[src/rtl/cpu_speed_ctrl_pkg.sv]
// rtl/cpu_speed_ctrl_pkg.sv - state encodings and default parameters for the CPU speed controller
package cpu_speed_ctrl_pkg;

  typedef enum logic [1:0] {
    ST_LS    = 2'b00,
    ST_TO_HS = 2'b01,
    ST_HS    = 2'b11,
    ST_TO_LS = 2'b10
  } speed_state_t;

  localparam int DEF_DIV_W    = 2;
  localparam int DEF_SYNC_CNT = 2;
  localparam int DEF_GUARD    = 2;
  localparam int DEF_TIMEOUT  = 255;

  // cpu_phi2 is parked low in both transition states
  function automatic logic is_switching(input speed_state_t s);
    return (s == ST_TO_HS) || (s == ST_TO_LS);
  endfunction

endpackage

[src/rtl/cpu_clk_div.sv]
// rtl/cpu_clk_div.sv - hsclk divider and cpu_phi2 flop; follows lsclk_sync in LS, divides in HS
module cpu_clk_div #(
  parameter int DIV_W = 2
) (
  input  logic             i_clk,
  input  logic             i_rst,
  input  logic             i_en,
  input  logic             i_clr,
  input  logic             i_follow,
  input  logic             i_follow_val,
  input  logic [DIV_W-1:0] i_div_sel,
  output logic             o_phi2,
  output logic             o_wrap
);

  logic [DIV_W-1:0] r_cnt;
  logic             r_phi2;

  assign o_wrap = i_en & (r_cnt == i_div_sel);
  assign o_phi2 = r_phi2;

  always_ff @(posedge i_clk or posedge i_rst) begin
    if (i_rst) begin
      r_cnt  <= '0;
      r_phi2 <= 1'b0;
    end else if (i_clr) begin
      r_cnt  <= '0;
      r_phi2 <= 1'b0;
    end else if (i_follow) begin
      r_cnt  <= '0;
      r_phi2 <= i_follow_val;
    end else if (o_wrap) begin
      r_cnt  <= '0;
      r_phi2 <= ~r_phi2;
    end else if (i_en) begin
      r_cnt  <= r_cnt + 1'b1;
    end
  end

endmodule

[src/rtl/cpu_speed_ctrl.sv]
// rtl/cpu_speed_ctrl.sv - glitch-free LS/HS CPU clock switcher in the hsclk domain
// Optional TO_LS timeout and sticky tmo_err enabled by SPEED_CTRL_TIMEOUT_EN.
module cpu_speed_ctrl
  import cpu_speed_ctrl_pkg::*;
#(
  parameter int DIV_W    = DEF_DIV_W,
  parameter int SYNC_CNT = DEF_SYNC_CNT,
  parameter int GUARD    = DEF_GUARD
`ifdef SPEED_CTRL_TIMEOUT_EN
  ,
  parameter int TIMEOUT  = DEF_TIMEOUT
`endif
) (
  input  logic             i_hsclk,
  input  logic             i_rst,
  input  logic             i_lsclk_sync,
  input  logic             i_hsclk_en,
  input  logic [DIV_W-1:0] i_div_sel,
  input  logic             i_cpu_vpa,
  input  logic             i_cpu_vda,
  input  logic             i_himem,
  output logic             o_cpu_phi2,
  output logic             o_hs_selected,
  output logic             o_ls_selected,
  output logic             o_dummy_access,
  output logic             o_tmo_err
);

  localparam int SC_W = $clog2(SYNC_CNT + 1);
  localparam int GD_W = $clog2(GUARD + 1);

  speed_state_t     r_state;
  logic [SC_W-1:0]  r_sync_cnt;
  logic [SC_W-1:0]  w_cnt_nxt;
  logic [GD_W-1:0]  r_guard_cnt;
  logic [DIV_W-1:0] r_div_sel;
  logic             r_ls_prev;
  logic             r_hs;
  logic             r_ls;
  logic             r_dummy;
  logic             w_phi2;
  logic             w_wrap;
  logic             w_s;
  logic             w_hs_exit;
  logic             w_ls_fall;
  logic             w_clr;

`ifdef SPEED_CTRL_TIMEOUT_EN
  localparam int T_W = $clog2(TIMEOUT + 1);
  logic [T_W-1:0]   r_tmo_cnt;
  logic             r_tmo_err;
  assign o_tmo_err = r_tmo_err;
`else
  assign o_tmo_err = 1'b0;
`endif

  // S: the edge on which cpu_phi2 falls; all CPU-side inputs are sampled only here
  assign w_s = w_phi2 & (((r_state == ST_LS) & ~i_lsclk_sync) |
                         ((r_state == ST_HS) & w_wrap));
  assign w_hs_exit = w_s & (r_state == ST_HS) &
                     (((i_cpu_vpa | i_cpu_vda) & ~i_himem) | ~i_hsclk_en);
  assign w_ls_fall = r_ls_prev & ~i_lsclk_sync;
  assign w_clr     = is_switching(r_state) | w_hs_exit;

  always_comb begin
    w_cnt_nxt = r_sync_cnt;
    if (i_cpu_vpa & i_cpu_vda) begin
      if (!i_himem)
        w_cnt_nxt = '0;
      else if (r_sync_cnt != SC_W'(SYNC_CNT))
        w_cnt_nxt = r_sync_cnt + 1'b1;
    end
  end

  cpu_clk_div #(
    .DIV_W(DIV_W)
  ) u_clk_div (
    .i_clk       (i_hsclk),
    .i_rst       (i_rst),
    .i_en        (r_state == ST_HS),
    .i_clr       (w_clr),
    .i_follow    (r_state == ST_LS),
    .i_follow_val(i_lsclk_sync),
    .i_div_sel   (r_div_sel),
    .o_phi2      (w_phi2),
    .o_wrap      (w_wrap)
  );

  always_ff @(posedge i_hsclk or posedge i_rst) begin
    if (i_rst) begin
      r_state     <= ST_LS;
      r_sync_cnt  <= '0;
      r_guard_cnt <= '0;
      r_div_sel   <= '0;
      r_ls_prev   <= 1'b0;
      r_hs        <= 1'b0;
      r_ls        <= 1'b1;
      r_dummy     <= 1'b0;
`ifdef SPEED_CTRL_TIMEOUT_EN
      r_tmo_cnt   <= '0;
      r_tmo_err   <= 1'b0;
`endif
    end else begin
      r_ls_prev <= i_lsclk_sync;
      if (w_s)
        r_div_sel <= i_div_sel;
      if (r_state != ST_LS)
        r_dummy <= 1'b1;
      else if (w_s)
        r_dummy <= i_himem;

      case (r_state)
        ST_LS: begin
          if (w_s) begin
            if ((w_cnt_nxt == SC_W'(SYNC_CNT)) && i_hsclk_en) begin
              r_state     <= ST_TO_HS;
              r_sync_cnt  <= '0;
              r_guard_cnt <= '0;
              r_ls        <= 1'b0;
            end else begin
              r_sync_cnt  <= w_cnt_nxt;
            end
          end
        end
        ST_TO_HS: begin
          if (r_guard_cnt == GD_W'(GUARD - 1)) begin
            r_state <= ST_HS;
            r_hs    <= 1'b1;
          end else begin
            r_guard_cnt <= r_guard_cnt + 1'b1;
          end
        end
        ST_HS: begin
          if (w_hs_exit) begin
            r_state   <= ST_TO_LS;
            r_hs      <= 1'b0;
`ifdef SPEED_CTRL_TIMEOUT_EN
            r_tmo_cnt <= '0;
`endif
          end
        end
        ST_TO_LS: begin
          // a falling BBC edge guarantees LS resumes with a full low phase
          if (w_ls_fall) begin
            r_state <= ST_LS;
            r_ls    <= 1'b1;
          end
`ifdef SPEED_CTRL_TIMEOUT_EN
          else if (r_tmo_cnt == T_W'(TIMEOUT - 1)) begin
            r_state   <= ST_LS;
            r_ls      <= 1'b1;
            r_tmo_err <= 1'b1;
          end else begin
            r_tmo_cnt <= r_tmo_cnt + 1'b1;
          end
`endif
        end
        default: r_state <= ST_LS;
      endcase
    end
  end

  assign o_cpu_phi2     = w_phi2;
  assign o_hs_selected  = r_hs;
  assign o_ls_selected  = r_ls;
  assign o_dummy_access = r_dummy;

endmodule

[config.mk]
export PLATFORM = sky130hd
export DESIGN_NAME = cpu_speed_ctrl
export DESIGN_NICKNAME = d
export VERILOG_FILES = /design/src/rtl/cpu_speed_ctrl_pkg.sv /design/src/rtl/cpu_clk_div.sv /design/src/rtl/cpu_speed_ctrl.sv
export SDC_FILE = /design/constraint.sdc
export NUM_CORES = 1
export LEC_CHECK = 0
export BUFFER_PORTS_ARGS = -buffer_cell sky130_fd_sc_hd__buf_2
export CAP_MARGIN = 20
export CORE_MARGIN = 8
export CORE_UTILIZATION = 39
export DETAILED_ROUTE_END_ITERATION = 7
export GPL_TIMING_DRIVEN = 0
export PLACE_DENSITY = 0.59
export SYNTH_ARGS = -nofsm -noshare
export SYNTH_HDL_FRONTEND = slang
export SYNTH_SLANG_ARGS = --single-unit
[constraint.sdc]
create_clock -name i_hsclk -period 2 [get_ports i_hsclk]
set_clock_uncertainty 0.2 [all_clocks]
set_input_delay 0.4 -clock i_hsclk [delete_from_list [all_inputs] [get_ports i_hsclk]]
set_output_delay 0.4 -clock i_hsclk [all_outputs]
set_load 0.02 [all_outputs]
==> impl_metrics.py, run 1 <==
metrics = {
    "status": {
        "status": "complete, no violations",
    },
    "detailed_routing": {
        "vias": 766,
        "dr.first_iter.drc_count": 8,
        "routed_wl_um": 1980,
        "dr.pass1.iters": 4,
        "antenna_left": 0,
        "drcViolationCount": 0,
        "route.detailed.wl_per_inst_um": 13.4,
        "via_per_inst": 5.18,
    },
    "worst_setup_path": {
        "crit-reg2reg-launch": "r_state[0]",
        "cp_data_arrival_time_ns": 1.90,
        "critPathKind": "register to register",
        "cp_max_fo": 10,
        "rrSetupSlack_ns": 0.08,
        "r2r_end": "r_state[0]",
        "cp-start-kind": "register",
        "end_kind": "register",
        "critPathRequiredTime_ns": 1.98,
        "ff2ff_path_depth": 7,
    },
    "synth": {
        "async_flop_share": 1.00,
        "synth.distinct_cells": 38,
        "synth.avg_cell_area_um2": 9.97,
        "syn-num-nets": 111,
        "syn_area_um2": 947,
        "yosysSeqAreaShare": 0.398,
        "syn_inst": 95,
        "ys_ff_latch": 15,
        "ys.flop_type": "dfrtp_1",
        "yosysWarnings": 0,
        "synth_edf_count": 0,
    },
    "grt": {
        "grt_overflow": 0,
        "grt_pass1_vias": 845,
        "met2_usage": 0.161,
        "grt_busiest_layer": "met2",
        "grt_pass1_wl_um": 3430,
        "grt_use_met1": 0.115,
        "use_met3": 0.0340,
        "grt_max_degree": 16,
        "antenna_found_initial": 0,
        "grt_use_total": 0.0986,
    },
    "power": {
        "sequentialPowerShare": 0.316,
        "ir_drop_mv": 0.947,
        "p_int_mw": 0.976,
        "sw_frac_of_total": 0.419,
        "power_switching_mw": 0.704,
        "p_comb_frac": 0.579,
        "p_clk_frac": 0.105,
        "powerDensity_nw_per_um2": 1430,
        "leakage_nw": 0.529,
        "fin_total_pwr_mw": 1.68,
    },
    "timing": {
        "fin_hold_ws_ns": 0.0477,
        "finalCritPeriodShare": 0.960,
        "slew_viol_final": 0,
        "min_period_ns": 1.92,
        "setup_viol": 0,
        "tightest_slew_ns": 0.612,
        "slew_headroom": 0.592,
        "fin_tns_setup_ns": 0,
        "hold_viol_final": 0,
        "timing.fmax_mhz": 521,
    },
    "clock_network": {
        "clk_path_buf_depth": 2,
        "clk_latency_ns": 0.28,
        "cts_buffers": 3,
        "cts.sinks": 15,
        "htreeDepth": 1,
        "path_clk_slew_ns": 0.09,
        "root_buffer": "clkbuf_4",
        "cts_tree": "built",
    },
    "place": {
        "dp_hpwl_um": 1420,
        "port_buffers": 12,
        "gp_congestion": 0.787,
        "dp.cells": 137,
    },
    "layout": {
        "nets": 135,
        "drive_gt1_frac": 0.381,
        "syn2layout_area_growth_pct": 23.6,
        "fin_cells": 148,
        "final_cell_mix": "buf_2, dfrtp_1, nand2_1",
        "mostFrequentLayoutCell": "buf_2",
        "nFillCells": 251,
        "n_antenna_cell": 0,
    },
    "die": {
        "rows": 18,
        "die-area_um2": 4260,
        "fp.dieW_um": 65.3,
        "ios": 14,
        "start_util": 0.397,
        "core_area_um2": 2390,
        "die_h_um": 65.3,
    },
    "hold_path": {
        "min_to": "r_ls_prev",
        "worstHoldPathType": "primary input to register",
        "min_path_cells": 1,
        "min_from": "i_lsclk_sync",
    },
    "job": {
        "drv_cap": 0,
    },
}
[worst max-delay path, stage by stage, from the launching register on]
cell and delay [ns]:
dfrtp_2 0.45, inv_2 0.09, ha_2 0.20, buf_4 0.18, inv_1 0.06, a31o_4 0.24, nor3b_2 0.17, o22a_2 0.22
[layer usage]
| metal | share of wire | wire (µm) |
|---|---|---|
| met5 | 0 | 0 |
| met4 | 0.020 | 39 |
| met3 | 0.042 | 83 |
| met2 | 0.45 | 899 |
| met1 | 0.48 | 954 |
[per-stage QoR]
step	area [µm²]	setup slack (ns)	utilization
after floorplan	947	0.0397	-
after global placement	1040	-0.144	0.438
after detailed placement	1040	-0.170	0.438
after CTS	1110	-0.000342	0.463
after global routing	1170	-0.0113	0.491
final	1170	0.0805	0.491
[final cells by class]
type / count / area (µm²) / area share
flip-flops and latches: 15 / 379 / 0.324
multi-input cells: 66 / 552 / 0.471
clock buffers: 4 / 26.3 / 0.0224
plain buffers: 3 / 20.0 / 0.0171
inverters: 11 / 41.3 / 0.0353
repair buffers: 19 / 115 / 0.0983
well taps: 30 / 37.5 / 0.0321
[synth_stat cells, types with 2 or more instances]
cell type	number	area [µm²]
mux2_2	2	22.5
nand2b_1	3	18.8
inv_1	11	41.3
buf_2	2	10.0
a31oi_1	2	12.5
ha_1	7	87.6
nor2_1	3	11.3
dfrtp_1	14	350
xor2_1	2	17.5
nand2_1	12	45.0
mux2i_1	4	40.0
nand3_1	2	10.0
nor4_1	2	12.5
o21ai_0	5	25.0
[flip-flops by register name (all words and copies together) (netlist names)]
signal,cells
o_hs_selected,1
r_guard_cnt,2
o_dummy_access,1
o_ls_selected,1
r_sync_cnt,2
r_ls_prev,1
u_clk_div.r_cnt,2
r_state,2
r_div_sel,2
u_clk_div.o_phi2,1
[power groups by stage]
stage	combinational (mW)	clock (mW)	sequential (mW)
floorplan	0.658	0	0.522
detailed placement	0.833	0	0.521
global placement	0.815	0	0.516
global route	1.10	0.194	0.546
finish	0.973	0.177	0.531
CTS	0.876	0.182	0.513
[worst max path at each step]
stage / depth (start not counted) / slack, ns / start / end
final: 7 / 0.08 / r_state[0] / r_state[0]
after global routing: 7 / -0.01 / r_state[0] / r_state[0]
after CTS: 6 / -0.0003 / r_state[0] / r_state[1]
after detailed placement: 6 / -0.17 / r_state[0] / r_state[1]
after global placement: 6 / -0.14 / r_state[0] / r_state[1]
after floorplan: 6 / 0.04 / r_state[0] / r_state[1]
[kinds of logic (layout without fill, tap and decap cells)]
kind of cell,after synthesis,in the layout,share of synthesized area
AOI/OAI and AO/OA,21,21,0.201
xor gates and xnor gates,3,3,0.0277
adders and majority gates,7,7,0.0925
buffers and inverters,14,37,0.0621
DFF,15,15,0.398
muxes,6,6,0.0661
other,1,1,0.00396
and+or+nand+nor,28,28,0.149
[what timing repair did]
action                                  4_1_cts  5_1_grt
endpoints found under the hold margin        14        0
hold buffers                                  1        0
setup buffers                                 3        3
resized for setup                             1       15
endpoints found under the setup margin        4        7
pin swaps                                     1        3
Note: power is estimated with default switching activity, not from simulation.
==> inputs of run 2 (changes only) <==
==> constraint.sdc (replaced) <==
create_clock -name i_hsclk -period 2 [get_ports i_hsclk]
set_clock_uncertainty 0.2 [all_clocks]
set_input_delay 0.6 -clock i_hsclk [delete_from_list [all_inputs] [get_ports i_hsclk]]
set_output_delay 0.6 -clock i_hsclk [all_outputs]
set_load 0.02 [all_outputs]
==> impl_metrics.py, run 2 (synthesized netlist as in run 1, its figures left out) <==
metrics = {
    "place": {
        "place_area_um2": 1040,
        "port_buffers": 12,
        "dp.cells": 137,
        "dp_hpwl_um": 1420,
        "dpl_worst_slack_ns": -0.189,
        "gp_congestion": 0.787,
    },
    "worst_setup_path": {
        "r2r_end": "r_state[0]",
        "cp_data_arrival_time_ns": 1.90,
        "crit-reg2reg-launch": "r_state[0]",
        "ff2ff_path_depth": 7,
        "crit_path_cell_trace": "inv_2, ha_2, buf_4, inv_1, a31o_4, nor3b_2, o22a_2",
        "critPathKind": "register to register",
        "cp_num_buf_inv": 3,
        "critPathRequiredTime_ns": 1.98,
        "cp_max_fo": 10,
        "rrSetupSlack_ns": 0.08,
        "crit_slowest_cell": "dfrtp_2",
        "cp-start-kind": "register",
        "cpPeakStageDelay_ns": 0.45,
        "worst_path_dominant_cell_family": "compound AO/OA/AOI/OAI gates",
        "end_kind": "register",
    },
    "power": {
        "powerDensity_nw_per_um2": 1450,
        "sw_frac_of_total": 0.419,
        "power_switching_mw": 0.704,
        "sequentialPowerShare": 0.316,
        "p_clk_frac": 0.105,
        "p_int_mw": 0.975,
        "leakage_nw": 0.525,
        "p_comb_frac": 0.579,
        "ir_drop_mv": 0.947,
    },
    "grt": {
        "grt_pass1_vias": 845,
        "grt_use_total": 0.0986,
        "grt_pass1_wl_um": 3430,
        "antenna_found_initial": 0,
        "grt_max_degree": 16,
        "grt_overflow": 0,
    },
    "timing": {
        "slew_headroom": 0.592,
        "worst_slack_ns": 0.0805,
        "min_period_ns": 1.92,
        "finalCritPeriodShare": 0.960,
        "timing.fmax_mhz": 521,
        "tightest_slew_ns": 0.612,
        "hold_viol_final": 0,
        "slew_viol_final": 0,
        "setup_viol": 0,
    },
    "clock_network": {
        "htreeDepth": 1,
        "cts.sinks": 15,
        "clk_latency_ns": 0.28,
        "root_buffer": "clkbuf_4",
        "clk_path_buf_depth": 2,
        "cts_buffers": 3,
        "path_clk_slew_ns": 0.09,
        "cts_tree": "built",
    },
    "detailed_routing": {
        "drcViolationCount": 0,
        "vias": 762,
        "antenna_left": 0,
        "dr.pass1.iters": 4,
        "route.detailed.wl_per_inst_um": 13.4,
        "routed_wl_um": 1970,
        "via_per_inst": 5.18,
        "dr.first_iter.drc_count": 11,
    },
    "layout": {
        "n_antenna_cell": 0,
        "nets": 134,
        "final_cell_mix": "buf_2, dfrtp_1, nand2_1",
        "design_area_um2": 1160,
        "syn2layout_area_growth_pct": 22.6,
        "drive_gt1_frac": 0.385,
        "mostFrequentLayoutCell": "buf_2",
        "fin_cells": 147,
        "post-route-util": 0.486,
    },
    "die": {
        "die_h_um": 65.3,
        "die-area_um2": 4260,
        "start_util": 0.397,
        "ios": 14,
        "fp.dieW_um": 65.3,
        "rows": 18,
        "core_area_um2": 2390,
    },
    "job": {
        "drv_cap": 0,
    },
    "hold_path": {
        "worstHoldPathType": "primary input to asynchronous set/reset pin",
    },
    "status": {
        "status": "complete, no violations",
    },
}
[run 2: cell types whose count changed in the layout (fill, tap and decap cells not counted), sizes merged]
| cell | previous run | this run |
|---|---|---|
| dlygate4sd3 | 1 | 0 |
[run 2: how the worst max path moves through the flow]
stage | from | endpoint | slack (ns) | cells past startpoint
after floorplan | r_state[0] | r_state[1] | 0.04 | 6
after global placement | i_lsclk_sync | r_state[1] | -0.18 | 6
after detailed placement | i_lsclk_sync | r_state[1] | -0.19 | 6
after CTS | r_state[0] | r_state[1] | -0.0003 | 6
after global routing | r_state[0] | r_state[0] | -0.01 | 7
final | r_state[0] | r_state[0] | 0.08 | 7
[run 2: area by class of cell]
type	instances	area, µm²
repair buffers	18	105
well taps	30	37.5
fillers	252	1230
clock buffers	4	26.3
inverters	11	41.3
plain buffers	3	20.0
multi-input cells	66	552
flip-flops and latches	15	379
[run 2: through the flow]
step	setup TNS [ns]	total power, mW	hold WS (ns)
4_1_cts	-0.000342	1.57	0.191
5_1_grt	-0.0113	1.84	0.234
2_1_floorplan	0	1.18	0.273
6_report	0	1.68	0.173
3_3_place_gp	-0.503	1.33	0.285
3_5_place_dp	-0.529	1.35	0.292
[run 2: worst reg2reg max path, stage by stage, from the launching register on]
cell and delay, ns:
dfrtp_2 0.45, inv_2 0.09, ha_2 0.21, buf_4 0.18, inv_1 0.07, a31o_4 0.24
nor3b_2 0.17, o22a_2 0.22
[run 2: routing by layer]
metal	part of all wire	track usage	vias to the layer above
met3	0.042	0.0340	5
met4	0.020	0.0409	0
met5	0	0	-
li1	-	-	376
met1	0.48	0.115	371
met2	0.45	0.161	10
[run 2: power by group through the flow]
stage	sequential [mW]	clock (mW)	combinational, mW
6_report	0.531	0.177	0.971
4_1_cts	0.513	0.182	0.875
2_1_floorplan	0.522	0	0.658
3_3_place_gp	0.516	0	0.815
3_5_place_dp	0.521	0	0.833
5_1_grt	0.546	0.194	1.10
[run 2: timing repair]
action	CTS	global route
buffers inserted	3	3
gates resized for setup	1	15
endpoints found under the setup margin	4	7
pin swaps	1	3
hold buffers	0	0
gates cloned	0	0
